[src/rtl/bcd_count_ctrl.sv]
// ---------------------------------------------------------------------------
// bcd_count_ctrl
//   Run-control sequencer around a DIGITS-wide synchronous BCD counter.
//   Accepts start/stop/clear/load commands and a tick qualifier, detects a
//   programmable terminal count and reports the all-9s -> all-0s wrap.
//
// Parameters
//   DIGITS    number of BCD digits (count width = 4*DIGITS)
//
// Ports
//   clk       clock, all state updates on the rising edge
//   rst       synchronous active-high reset, overrides every command
//   start     run / resume / restart
//   stop      pause (RUN -> HOLD)
//   clear     abort to IDLE with count 0 (highest priority command)
//   load      load load_val into count (IDLE/HOLD/DONE only)
//   load_val  BCD preset; a digit above 9 loads as 0
//   term_val  BCD terminal value; 0 selects free-run
//   tick      count-enable qualifier, counted only while in RUN
//   count     registered BCD count
//   running   high while in RUN
//   done      one-cycle pulse after the terminal tick
//   ovf       one-cycle pulse after the 9..9 -> 0..0 wrap
//   state_o   IDLE=0, RUN=1, HOLD=2, DONE=3
//
// Configuration
//   AUTO_RELOAD_EN  when defined, the terminal tick reloads count to 0 and
//                   the counter keeps running (DONE is never entered).
// ---------------------------------------------------------------------------
module bcd_count_ctrl #(
  parameter int DIGITS = 2
) (
  input  logic                  clk,
  input  logic                  rst,
  input  logic                  start,
  input  logic                  stop,
  input  logic                  clear,
  input  logic                  load,
  input  logic [4*DIGITS-1:0]   load_val,
  input  logic [4*DIGITS-1:0]   term_val,
  input  logic                  tick,
  output logic [4*DIGITS-1:0]   count,
  output logic                  running,
  output logic                  done,
  output logic                  ovf,
  output logic [1:0]            state_o
);

  localparam int W = 4 * DIGITS;

  typedef enum logic [1:0] {
    IDLE = 2'd0,
    RUN  = 2'd1,
    HOLD = 2'd2,
    DONE = 2'd3
  } state_t;

  state_t         state_reg, state_next;
  logic [W-1:0]   count_reg, count_next;
  logic           done_reg, done_next;
  logic           ovf_reg, ovf_next;

  logic [W-1:0]   inc_val;
  logic [W-1:0]   load_clean;
  logic [DIGITS:0] carry;
  logic           wrap;
  logic           term_hit;

  // Ripple-carry BCD incrementer: carry enters digit 0 and propagates
  // through every digit currently at 9.
  assign carry[0] = 1'b1;

  generate
    for (genvar gi = 0; gi < DIGITS; gi++) begin : g_digit
      logic [3:0] digit;
      logic [3:0] ld_digit;

      assign digit    = count_reg[4*gi +: 4];
      assign ld_digit = load_val[4*gi +: 4];

      assign inc_val[4*gi +: 4] = !carry[gi]        ? digit :
                                  (digit == 4'd9)   ? 4'd0  :
                                                      4'(digit + 4'd1);
      assign carry[gi+1] = carry[gi] & (digit == 4'd9);

      // Keeps the count register valid BCD at all times.
      assign load_clean[4*gi +: 4] = (ld_digit > 4'd9) ? 4'd0 : ld_digit;
    end
  endgenerate

  assign wrap = carry[DIGITS];

  // inc_val is always valid BCD, so a term_val digit above 9 can never match.
  assign term_hit = (term_val != '0) && (inc_val == term_val);

  always_comb begin
    state_next = state_reg;
    count_next = count_reg;
    done_next  = 1'b0;
    ovf_next   = 1'b0;

    if (clear) begin
      state_next = IDLE;
      count_next = '0;
    end else begin
      unique case (state_reg)
        IDLE: begin
          if (load)       count_next = load_clean;
          else if (start) state_next = RUN;
        end
        RUN: begin
          // load and start have no effect here; stop is still honoured.
          if (tick) begin
            count_next = inc_val;
            ovf_next   = wrap;
            if (term_hit) begin
              done_next = 1'b1;
`ifdef AUTO_RELOAD_EN
              count_next = '0;
`else
              state_next = DONE;
`endif
            end
          end
          // A same-cycle tick is counted first; reaching terminal wins over stop.
          if (stop && state_next == RUN) state_next = HOLD;
        end
        HOLD: begin
          if (load)       count_next = load_clean;
          else if (start) state_next = RUN;
        end
        DONE: begin
          if (load) begin
            count_next = load_clean;
          end else if (start) begin
            count_next = '0;
            state_next = RUN;
          end
        end
        default: state_next = IDLE;
      endcase
    end
  end

  always_ff @(posedge clk) begin
    if (rst) begin
      state_reg <= IDLE;
      count_reg <= '0;
      done_reg  <= 1'b0;
      ovf_reg   <= 1'b0;
    end else begin
      state_reg <= state_next;
      count_reg <= count_next;
      done_reg  <= done_next;
      ovf_reg   <= ovf_next;
    end
  end

  assign count   = count_reg;
  assign running = (state_reg == RUN);
  assign done    = done_reg;
  assign ovf     = ovf_reg;
  assign state_o = state_reg;

endmodule

[config.mk]
export PLATFORM = sky130hd
export DESIGN_NAME = bcd_count_ctrl
export DESIGN_NICKNAME = d
export VERILOG_FILES = /design/src/rtl/bcd_count_ctrl.sv
export SDC_FILE = /design/constraint.sdc
export NUM_CORES = 1
export LEC_CHECK = 0
export ABC_AREA = 1
export BUFFER_PORTS_ARGS = -buffer_cell sky130_fd_sc_hd__buf_2
export CAP_MARGIN = 20
export CORE_MARGIN = 2
export CORE_UTILIZATION = 35
export DETAILED_ROUTE_END_ITERATION = 10
export GPL_ROUTABILITY_DRIVEN = 1
export PLACE_DENSITY = 0.68
export SYNTH_ARGS = -nofsm -noshare
export SYNTH_HDL_FRONTEND = slang
export SYNTH_SLANG_ARGS = --single-unit
[constraint.sdc]
create_clock -name clk -period 1.94 [get_ports clk]
set_clock_uncertainty 0.05 [all_clocks]
set_input_delay 0.194 -clock clk [delete_from_list [all_inputs] [get_ports clk]]
set_output_delay 0.194 -clock clk [all_outputs]
set_load 0.05 [all_outputs]
==> out/qor.txt <==
========================================================================================================
Gate count after technology mapping .......................................................          174
CTS H-Tree Depth ..........................................................................            1
Crit path capture type ....................................................................    flip-flop
Mean routed wirelength per cell ...........................................................      11.2 um
Core footprint ............................................................................ 0.00278 sq mm
Data arrival time of the critical path ....................................................      1.84 ns
Mean post-synth cell area .................................................................   5.95 sq um
Worst R2R Start ........................................................................... count[0]$_SDFFE_PP0P_
Final total negative setup slack ..........................................................         0 ns
Hold-fix buffer count after cts ...........................................................            0
Yosys warning count .......................................................................            0
Min-delay worst type ...................................................................... input pin to flip-flop
NumNets Final .............................................................................          239
Count of distinct cell types in the synthesized netlist ...................................           24
Initial antenna violation count ...........................................................            0
Pin count of the biggest net entering global routing ......................................           17
Drt initial violations ....................................................................           25
Type of element launching the critical path ...............................................    flip-flop
Largest driver fanout on the critical path ................................................            9
Worst reg-to-reg setup slack ..............................................................      0.27 ns
Highest achievable clock rate .............................................................    0.598 GHz
M3 GR Usage ...............................................................................       0.0440
Utilization of the core after routing .....................................................        0.466
Met2 Usage GRT ............................................................................        0.254
CTS tree ..................................................................................        built
Register area share after synthesis .......................................................        0.232
Die Footprint ............................................................................. 0.00341 sq mm
Final HPWL from detailed placement ........................................................      2.23 mm
GRT busiest layer .........................................................................         met2
Maximum count of clock buffers along a single path ........................................            2
Diode insertion count for antenna repair ..................................................            0
Worst-case vdd ir drop ....................................................................     0.334 mV
Startpoint of the most critical hold path .................................................         tick
Clk_lat worst skew ........................................................................      0.28 ns
Lkg Pwr ...................................................................................     0.689 nW
Pwr/cell area .............................................................................  513 mW/mm^2
P&R area growth vs syn ....................................................................        25.0%
Layout fillers ............................................................................          307
Routability Congestion ....................................................................        0.831
Post-CTS clock slew at the launch and capture registers of the worst setup and hold paths .      0.09 ns
Worst setup path startpoint ............................................................... count[0]$_SDFFE_PP0P_
Final critical delay including setup and external delays ..................................      1.67 ns
Setup repair after global routing missed its margin .......................................        false
Vias in the first global route ............................................................         1001
Residual DRC ..............................................................................            0
Area of combinational cells with multiple inputs ..........................................    674 sq um
Total via count in the routed design ......................................................         1218
Sum of overflow across all layers after global routing ....................................            0
Count of pins on the block boundary .......................................................           36
Wire length of the first global-routing pass ..............................................      4.52 mm
Count of final max-slew check failures ....................................................            0
Max-cap violations ........................................................................            0
Number of buffers added by the clock tree synthesis step ..................................            3
Final worst-path cycle share ..............................................................        0.861
R2R depth .................................................................................           10
Global routing usage on met1 ..............................................................        0.246
GR Util All Layers ........................................................................        0.172
Run status ................................................................................ finished, final reports clean
Avg Vias per Cell .........................................................................         4.99
Remaining antenna violation count .........................................................            0
Reg2reg end ............................................................................... state_o[0]$_SDFFE_PP0P_
Vert. Die Dim .............................................................................      58.4 um
Effective utilization at floorplan ........................................................        0.372
Post-Synthesis Cell Area .................................................................. 0.00104 sq mm
Clock Sinks ...............................................................................           12
Number of hold violations in the final report .............................................            0
Number of nets in the synthesized netlist .................................................          199
IO buf count ..............................................................................           35
Proportion of layout cells with a drive suffix above 1 ....................................        0.310
Worst slew margin relative to its limit ...................................................        0.702
Worst setup endpoint ...................................................................... state_o[0]$_SDFFE_PP0P_
Critical path start-end classification .................................................... flip-flop to flip-flop
Number of iterations in the first detailed-routing pass ...................................            4
Number of placement rows ..................................................................           19
Actual slew at the worst max-slew pin .....................................................     0.446 ns
Clock Root Buffer ......................................................................... sky130_fd_sc_hd__clkbuf_4
Total wire length .........................................................................      2.73 mm
Flip-flop count of the largest register, all copies and words added .......................            8
Floorplan die width .......................................................................      58.4 um
Req. time, crit path ......................................................................      2.11 ns
Number of endpoints failing setup at the final stage ......................................            0
#FFs+latches synth ........................................................................           12
Storage element area ......................................................................    243 sq um
========================================================================================================
[cells by family (layout without fill, tap and decap cells)]
logic type,after synthesis,after routing,synth area share
AO/OA/AOI/OAI,25,25,0.141
XOR/XNOR,1,1,0.00846
adder cells (fa/ha/maj),2,2,0.0242
buffers and inverters,31,70,0.117
flip-flops,12,12,0.232
AND/OR/NAND/NOR,103,103,0.477
[how the worst min path moves through the flow]
stage	to	cells past startpoint
2_1_floorplan	state_o[0]$_SDFFE_PP0P_	2
3_3_place_gp	state_o[0]$_SDFFE_PP0P_	3
3_5_place_dp	state_o[0]$_SDFFE_PP0P_	3
4_1_cts	state_o[0]$_SDFFE_PP0P_	3
5_1_grt	count[4]$_SDFFE_PP0P_	3
6_report	state_o[0]$_SDFFE_PP0P_	3
[layout by cell type (no fill, tap or decap), drive strengths merged, types with 2 or more instances in the layout]
cell type  instances
nand4              5
nand2             52
nand3             26
nor2              18
o211ai             4
inv               28
a21oi              3
o21ai             12
nand3b             2
dfxtp             12
a31oi              6
buf               38
ha                 2
clkbuf             4
[power by group]
group          internal, mW  total, mW  switching [mW]
Combinational        0.0630      0.181           0.118
Sequential            0.255      0.272          0.0168
Clock                 0.114      0.212          0.0974
[routing by layer]
layer	wire (um)	share of wire	vias to the layer above
li1	-	-	653
met1	1370	0.50	535
met2	1180	0.43	28
met3	161	0.059	2
met4	24	0.0088	0
met5	0	0	-
[what timing repair did]
action / in CTS / in global routing
setup buffers: 0 / 0
resized for setup: 0 / 1
setup endpoints to repair: 0 / 1
[final cells by class]
cell class              instances  area share
repair buffers                 38       0.153
inverters                      28      0.0812
multi-input cells             131       0.521
clock buffers                   4      0.0280
flip-flops and latches         12       0.187
well taps                      31      0.0300
[metrics by stage]
| stage | instances | total power [mW] | hold WS, ns | cell area (sq um) | setup WS (ns) |
|---|---|---|---|---|---|
| finish | 244 | 0.664 | 0.150 | 1290 | 0.269 |
| global route | 244 | 0.703 | 0.157 | 1290 | 0.0753 |
| CTS | 244 | 0.668 | 0.146 | 1290 | 0.226 |
| detailed placement | 240 | 0.458 | 0.445 | 1260 | 0.250 |
| global placement | 240 | 0.458 | 0.439 | 1260 | 0.301 |
| floorplan | 174 | 0.400 | 0.303 | 1040 | 0.0255 |
[cell usage after synthesis]
| cell | number | area share |
|---|---|---|
| sky130_fd_sc_hd__a21oi_2 | 1 | 0.0085 |
| sky130_fd_sc_hd__nor2_2 | 3 | 0.018 |
| sky130_fd_sc_hd__nand3_1 | 25 | 0.12 |
| sky130_fd_sc_hd__o21ai_0 | 11 | 0.053 |
| sky130_fd_sc_hd__inv_1 | 20 | 0.072 |
| sky130_fd_sc_hd__clkbuf_1 | 1 | 0.0036 |
| sky130_fd_sc_hd__xor2_1 | 1 | 0.0085 |
| sky130_fd_sc_hd__inv_2 | 8 | 0.029 |
| sky130_fd_sc_hd__nand4_1 | 5 | 0.030 |
| sky130_fd_sc_hd__buf_2 | 1 | 0.0048 |
| sky130_fd_sc_hd__dfxtp_1 | 12 | 0.23 |
| sky130_fd_sc_hd__buf_4 | 1 | 0.0072 |
| sky130_fd_sc_hd__ha_1 | 2 | 0.024 |
| sky130_fd_sc_hd__nand2_4 | 1 | 0.011 |
| sky130_fd_sc_hd__o21ai_1 | 1 | 0.0048 |
| sky130_fd_sc_hd__o211ai_1 | 4 | 0.029 |
| sky130_fd_sc_hd__a21oi_1 | 2 | 0.0097 |
| sky130_fd_sc_hd__nor2_4 | 3 | 0.033 |
| sky130_fd_sc_hd__nand3b_1 | 2 | 0.014 |
| sky130_fd_sc_hd__a31oi_1 | 6 | 0.036 |
| sky130_fd_sc_hd__nand2_2 | 5 | 0.030 |
| sky130_fd_sc_hd__nand2_1 | 46 | 0.17 |
| sky130_fd_sc_hd__nor2_1 | 12 | 0.043 |
| sky130_fd_sc_hd__nand3_2 | 1 | 0.0097 |
[critical path: stages (launching register included)]
cell and delay, ns:
sky130_fd_sc_hd__dfxtp_1 0.56, sky130_fd_sc_hd__inv_2 0.09, sky130_fd_sc_hd__nor2_4 0.15, sky130_fd_sc_hd__nand2_4 0.10
sky130_fd_sc_hd__nand2_2 0.09, sky130_fd_sc_hd__nand3_1 0.07, sky130_fd_sc_hd__nand2_1 0.09, sky130_fd_sc_hd__nand2_1 0.06
sky130_fd_sc_hd__nor2_2 0.12, sky130_fd_sc_hd__nand3_1 0.10, sky130_fd_sc_hd__a21oi_2 0.12
(Power assumes the default switching activity.)
